<file path="config.mk">
export PLATFORM = sky130hd
export DESIGN_NAME = aes_key_schedule_ctrl
export DESIGN_NICKNAME = d
export VERILOG_FILES = /design/src/rtl/aes_key_schedule_ctrl.sv
export SDC_FILE = /design/constraint.sdc
export NUM_CORES = 2
export LEC_CHECK = 0
export BUFFER_PORTS_ARGS = -buffer_cell sky130_fd_sc_hd__buf_2
export CORE_ASPECT_RATIO = 0.75
export CORE_MARGIN = 3
export CORE_UTILIZATION = 35
export CTS_BUF_LIST = sky130_fd_sc_hd__clkbuf_8
export CTS_CLUSTER_SIZE = 14
export DETAILED_ROUTE_END_ITERATION = 16
export GPL_TIMING_DRIVEN = 0
export PLACE_DENSITY = 0.58
export SLEW_MARGIN = 40
export SYNTH_ARGS = -nofsm -noshare
export SYNTH_HDL_FRONTEND = slang
export SYNTH_SLANG_ARGS = --single-unit
</file>
<file path="constraint.sdc">
create_clock -name clk -period 24.3 [get_ports clk]
set_clock_uncertainty 0.05 [all_clocks]
set_input_delay 3.645 -clock clk [delete_from_list [all_inputs] [get_ports clk]]
set_output_delay 3.645 -clock clk [all_outputs]
set_load 0.005 [all_outputs]
</file>
<file path="src/rtl/aes_key_schedule_ctrl.sv">
// aes_key_schedule_ctrl
//
// Sequences one shared aes_key_expansion engine through NUM_ROUNDS rounds
// after a single start pulse. Round results are fed back as the next request
// and every round key (slot 0 = cipher key) is kept in an internal key store.
// The cipher datapath reads the store through a registered read port.
//
// Ports:
//   clk, reset_n        clock, asynchronous active-low reset
//   start_in, key_in    start pulse and cipher key (sampled on acceptance)
//   busy_out            expansion in progress
//   done_out            one-cycle pulse once the last round key is stored
//   keys_valid_out      key store holds a complete schedule
//   error_out           one-cycle pulse when the engine never became ready
//   rd_addr_in          round key index to read (0..NUM_ROUNDS)
//   rd_key_out          registered round key, zero for out-of-range indices
//   exp_start_out       start pulse to the expansion engine
//   exp_rcon_out        rcon index to the expansion engine
//   exp_key_out         previous round key to the expansion engine
//   exp_key_in          expanded key from the engine
//   exp_ready_in        engine result valid
module aes_key_schedule_ctrl #(
  parameter int unsigned NUM_ROUNDS = 10,
  parameter int unsigned TIMEOUT    = 64
) (
  input  logic         clk,
  input  logic         reset_n,
  input  logic         start_in,
  input  logic [127:0] key_in,
  output logic         busy_out,
  output logic         done_out,
  output logic         keys_valid_out,
  output logic         error_out,
  input  logic [3:0]   rd_addr_in,
  output logic [127:0] rd_key_out,
  output logic         exp_start_out,
  output logic [3:0]   exp_rcon_out,
  output logic [127:0] exp_key_out,
  input  logic [127:0] exp_key_in,
  input  logic         exp_ready_in
);

  localparam logic [1:0] StIdle  = 2'd0;
  localparam logic [1:0] StIssue = 2'd1;
  localparam logic [1:0] StWait  = 2'd2;
  localparam logic [1:0] StDone  = 2'd3;

  localparam logic [3:0] LastRound = 4'(NUM_ROUNDS);
  // Last wait-counter value before giving up on the engine.
  localparam logic [7:0] WaitLast  = 8'(TIMEOUT - 1);

  logic [1:0]   state_q, state_d;
  logic [3:0]   round_q, round_d;
  logic [7:0]   wait_q, wait_d;
  logic         busy_q, busy_d;
  logic         done_q, done_d;
  logic         valid_q, valid_d;
  logic         error_q, error_d;
  logic         exp_start_q, exp_start_d;
  logic [3:0]   exp_rcon_q, exp_rcon_d;
  logic [127:0] exp_key_q, exp_key_d;
  logic [127:0] rd_key_q, rd_key_d;

  logic         wr_en;
  logic [3:0]   wr_addr;
  logic [127:0] wr_data;

  // Key store is deliberately not reset; keys_valid_out qualifies its content.
  logic [127:0] key_store_q [NUM_ROUNDS+1];

  always_comb begin
    state_d     = state_q;
    round_d     = round_q;
    wait_d      = wait_q;
    busy_d      = busy_q;
    valid_d     = valid_q;
    done_d      = 1'b0;
    error_d     = 1'b0;
    exp_start_d = 1'b0;
    exp_rcon_d  = exp_rcon_q;
    exp_key_d   = exp_key_q;
    wr_en       = 1'b0;
    wr_addr     = round_q;
    wr_data     = exp_key_in;

    case (state_q)
      StIdle: begin
        if (start_in) begin
          wr_en   = 1'b1;
          wr_addr = 4'd0;
          wr_data = key_in;
          valid_d = 1'b0;
          busy_d  = 1'b1;
          round_d = 4'd1;
          state_d = StIssue;
        end
      end
      StIssue: begin
        exp_start_d = 1'b1;
        exp_key_d   = key_store_q[round_q - 4'd1];
        exp_rcon_d  = round_q - 4'd1;
        wait_d      = 8'd0;
        state_d     = StWait;
      end
      StWait: begin
        wait_d = wait_q + 8'd1;
        // A result arriving on the last allowed cycle still wins over timeout.
        if (exp_ready_in) begin
          wr_en = 1'b1;
          if (round_q == LastRound) begin
            done_d  = 1'b1;
            valid_d = 1'b1;
            busy_d  = 1'b0;
            state_d = StDone;
          end else begin
            round_d = round_q + 4'd1;
            state_d = StIssue;
          end
        end else if (wait_q == WaitLast) begin
          error_d = 1'b1;
          busy_d  = 1'b0;
          state_d = StIdle;
        end
      end
      StDone: begin
        state_d = StIdle;
      end
      default: begin
        state_d = StIdle;
      end
    endcase
  end

  // Out-of-range indices read as zero rather than aliasing a slot.
  always_comb begin
    rd_key_d = '0;
    if (rd_addr_in <= LastRound) begin
      rd_key_d = key_store_q[rd_addr_in];
    end
  end

  always_ff @(posedge clk or negedge reset_n) begin
    if (!reset_n) begin
      state_q     <= StIdle;
      round_q     <= 4'd0;
      wait_q      <= 8'd0;
      busy_q      <= 1'b0;
      done_q      <= 1'b0;
      valid_q     <= 1'b0;
      error_q     <= 1'b0;
      exp_start_q <= 1'b0;
      exp_rcon_q  <= 4'd0;
      exp_key_q   <= '0;
      rd_key_q    <= '0;
    end else begin
      state_q     <= state_d;
      round_q     <= round_d;
      wait_q      <= wait_d;
      busy_q      <= busy_d;
      done_q      <= done_d;
      valid_q     <= valid_d;
      error_q     <= error_d;
      exp_start_q <= exp_start_d;
      exp_rcon_q  <= exp_rcon_d;
      exp_key_q   <= exp_key_d;
      rd_key_q    <= rd_key_d;
    end
  end

  always_ff @(posedge clk) begin
    if (wr_en) begin
      key_store_q[wr_addr] <= wr_data;
    end
  end

  assign busy_out       = busy_q;
  assign done_out       = done_q;
  assign keys_valid_out = valid_q;
  assign error_out      = error_q;
  assign rd_key_out     = rd_key_q;
  assign exp_start_out  = exp_start_q;
  assign exp_rcon_out   = exp_rcon_q;
  assign exp_key_out    = exp_key_q;

endmodule

</file>
==> run_results.csv <==
group,metric,value,unit
outcome,status,"finished clean",
routing,vias_per_cell,5.62,
routing,routedWlPerCell,30.9,um
setup_path,crit_required,24.90,ns
floorplan,dieArea,0.225,mm2
synthesis,ys_seq_area_frac,0.643,
routing,drtIter0Drc,5578,
floorplan,die_w,546,um
floorplan,fp-row-count,148,
clocking,cts_buffers,299,
setup_path,critPathCaptureType,"register",
grt,track_usage,0.242,
grt,grt_max_degree,62,
synthesis,synth_edf_count,1408,
final_layout,finalNonFillerCells,9081,
place,hpwl,195,mm
power,p_leak,0.0331,uW
routing,ant_nets,0,
timing,slew_headroom,0.400,
timing,rsz0062_at_grt,"no",
final_layout,layout-drive-gt1-share,0.395,
place,pre_cts_ws,17.44,ns
timing,fin_crit_sh,0.243,
synthesis,synth_warnings,0,
place,portBuffers,526,
routing,routed_wl,281,mm
clocking,h-tree-depth,5,
clocking,clock-sinks,1687,
final_layout,final_common_cell,"edfxtp_1",
synthesis,synth-adder-area-share,0.00114,
routing,via_count,51000,
floorplan,io_pins,529,
synthesis,muxShareOfSynthArea,0.203,
clocking,tritoncts,"yes",
clocking,clock_latency,1.04,ns
timing,max_freq,0.170,GHz
clocking,clkTransAtPathRegs,0.06,ns
synthesis,synth.avg_cell_area,15.6,um2
final_layout,syn_to_final_growth,19.3,%
place,place_congestion,0.820,
timing,slew_viol_final,0,
setup_path,crit_buf_inv,9,
floorplan,fp.dieH,411,um
synthesis,synthFlopType,"edfxtp_1",
min_path,hold_class,"register to register",
grt,grt_pass1_vias,51100,
timing,tns,0,ns
final_layout,final_cell_mix,"1408 x edfxtp_1, 741 x buf_2, 727 x mux2_2",
setup_path,arrival,6.50,ns
timing,tightest_slew,0.900,ns
power,ir_worst_vdd,0.101,mV
setup_path,max_stage_delay,0.47,ns
setup_path,crit_path_start_kind,"input port",
timing,finalWorstSetupSlack,18.40,ns
grt,grt_overflow,0,
clocking,ctsResizeCount,0,
synthesis,syn_nets,5201,
clocking,cts_buffer_depth,4,
final_layout,final-seq-area,0.0493,mm2
clocking,holdBufCountCts,0,
timing,finalHoldViolCount,0,
synthesis,syn_inst,4930,
setup_path,slowest_stage,"nor3_2",
synthesis,synth_top_family_by_area,"multiplexers",
setup_path,worstPathMaxFanout,7,
grt,grt_first_pass_wirelength,387,mm
timing,period_needed,5.90,ns
synthesis,synth_simple_gate_area_frac,0.0382,
job,maxCapViolCount,0,
routing,drc_errors,0,
final_layout,fin_area,0.0915,mm2
final_layout,nets,6188,
clocking,cts_setup_buffers,0,
synthesis,synth_seq_cells,1687,
synthesis,synthXorXnorAreaFrac,0.000783,
grt,antenna_found_initial,17,
synthesis,async_reset_ff_frac,0.165,
floorplan,initial_core_util,0.353,
setup_path,cp_cell_sequence,"buf_2 -> nand2_1 -> nor2_1 -> nand3_1 -> nor3_2 -> buf_4 -> buf_6 -> buf_4 -> buf_2 -> buf_4 -> buf_4 -> buf_2 -> buf_2",
place,placed_cells,8541,
synthesis,synth_compound_area_frac,0.0862,
routing,dr.pass1.iters,6,
setup_path,critPathTopFamily,"buffers and inverters",
timing,setup_violations,0,
synthesis,synth_area,0.0767,mm2
synthesis,yosysUniqueCellTypes,48,
final_layout,nFillCells,19800,
floorplan,coreArea,0.217,mm2
final_layout,multiInputGateArea,0.0254,mm2
place,placed_cell_area,0.0858,mm2
power,power_density,116,mW/mm2
setup_path,critPathKind,"input port to register",
clocking,root_buffer,"clkbuf_8",
-- cell type report --
| cell class | instances | area share |
|---|---|---|
| Sequential cell | 1687 | 0.538 |
| Multi-Input combinational cell | 2849 | 0.278 |
| Timing Repair Buffer | 686 | 0.0579 |
| Clock buffer | 336 | 0.0505 |
| Tap cell | 2925 | 0.0400 |
| Buffer | 384 | 0.0233 |
| Clock inverter | 189 | 0.0113 |
| Inverter | 10 | 0.000410 |
| Antenna cell | 15 | 0.000410 |
-- power by group --
| group | internal, uW | leakage (uW) | total (uW) | switching [uW] |
|---|---|---|---|---|
| clock network | 1370 | 0.00326 | 2570 | 1200 |
| logic | 1570 | 0.0137 | 4350 | 2780 |
| registers | 3530 | 0.0162 | 3680 | 152 |
-- routing by layer --
metal,vias up,part of all wire,wire length (um),global-route usage
met3,547,0.092,25800,0.0555
met1,26200,0.41,114000,0.324
met2,2714,0.46,129000,0.382
met5,-,0,0,0
li1,21500,-,-,-
met4,0,0.041,11500,0.0943
-- state kept, by name, indices dropped and copies added, names as in the netlist --
signal	cells
busy_out	1
round_q	4
exp_rcon_out	4
exp_start_out	1
wait_q	8
done_out	1
rd_key_out	128
exp_key_out	128
state_q	2
error_out	1
key_store_q	1408
keys_valid_out	1
-- synthesized netlist by cell type, types with 130 or more instances --
master | instances | area [um2]
o22ai_1 | 298 | 1860
mux4_2 | 214 | 4820
mux2i_1 | 257 | 2570
mux2_2 | 727 | 8190
nand2_1 | 196 | 736
a31oi_1 | 130 | 813
buf_2 | 200 | 1000
nor2b_1 | 131 | 820
edfxtp_1 | 1408 | 42300
dfrtp_1 | 279 | 6980
a21oi_1 | 259 | 1300
nor2_1 | 317 | 1190
-- cells by family after synthesis --
logic type,after synthesis
AOI/OAI and AO/OA,966
xor gates and xnor gates,6
adders and majority gates,7
buffers and inverters,394
DFF,1687
muxes,1198
and+or+nand+nor,672
-- stage by stage --
step | utilization | hold WS (ns) | total power [uW]
floorplan | - | 0.424 | 6250
global placement | 0.382 | 0.421 | 7990
detailed placement | 0.395 | 0.423 | 8030
CTS | 0.421 | 0.449 | 10600
global route | 0.421 | 0.479 | 11000
finish | 0.421 | 0.445 | 10600
-- final timing paths --
path | cells past startpoint | slack, ns | start | to
max | 13 | 18.40 | exp_ready_in | key_store_q[8][53]$_DFFE_PP_
min | 1 | 0.45 | busy_out$_DFFE_PN0P_ | busy_out$_DFFE_PN0P_
max reg2reg | 12 | 20.35 | round_q[0]$_DFFE_PN0P_ | key_store_q[8][53]$_DFFE_PP_
min reg2reg | 1 | 0.45 | busy_out$_DFFE_PN0P_ | busy_out$_DFFE_PN0P_
max in group asynchronous | 4 | 20.31 | reset_n | rd_key_out[29]$_DFF_PN0_
min in group asynchronous | 1 | 2.44 | reset_n | exp_key_out[104]$_DFFE_PN0P_
Power figures use the tool's default switching activity.
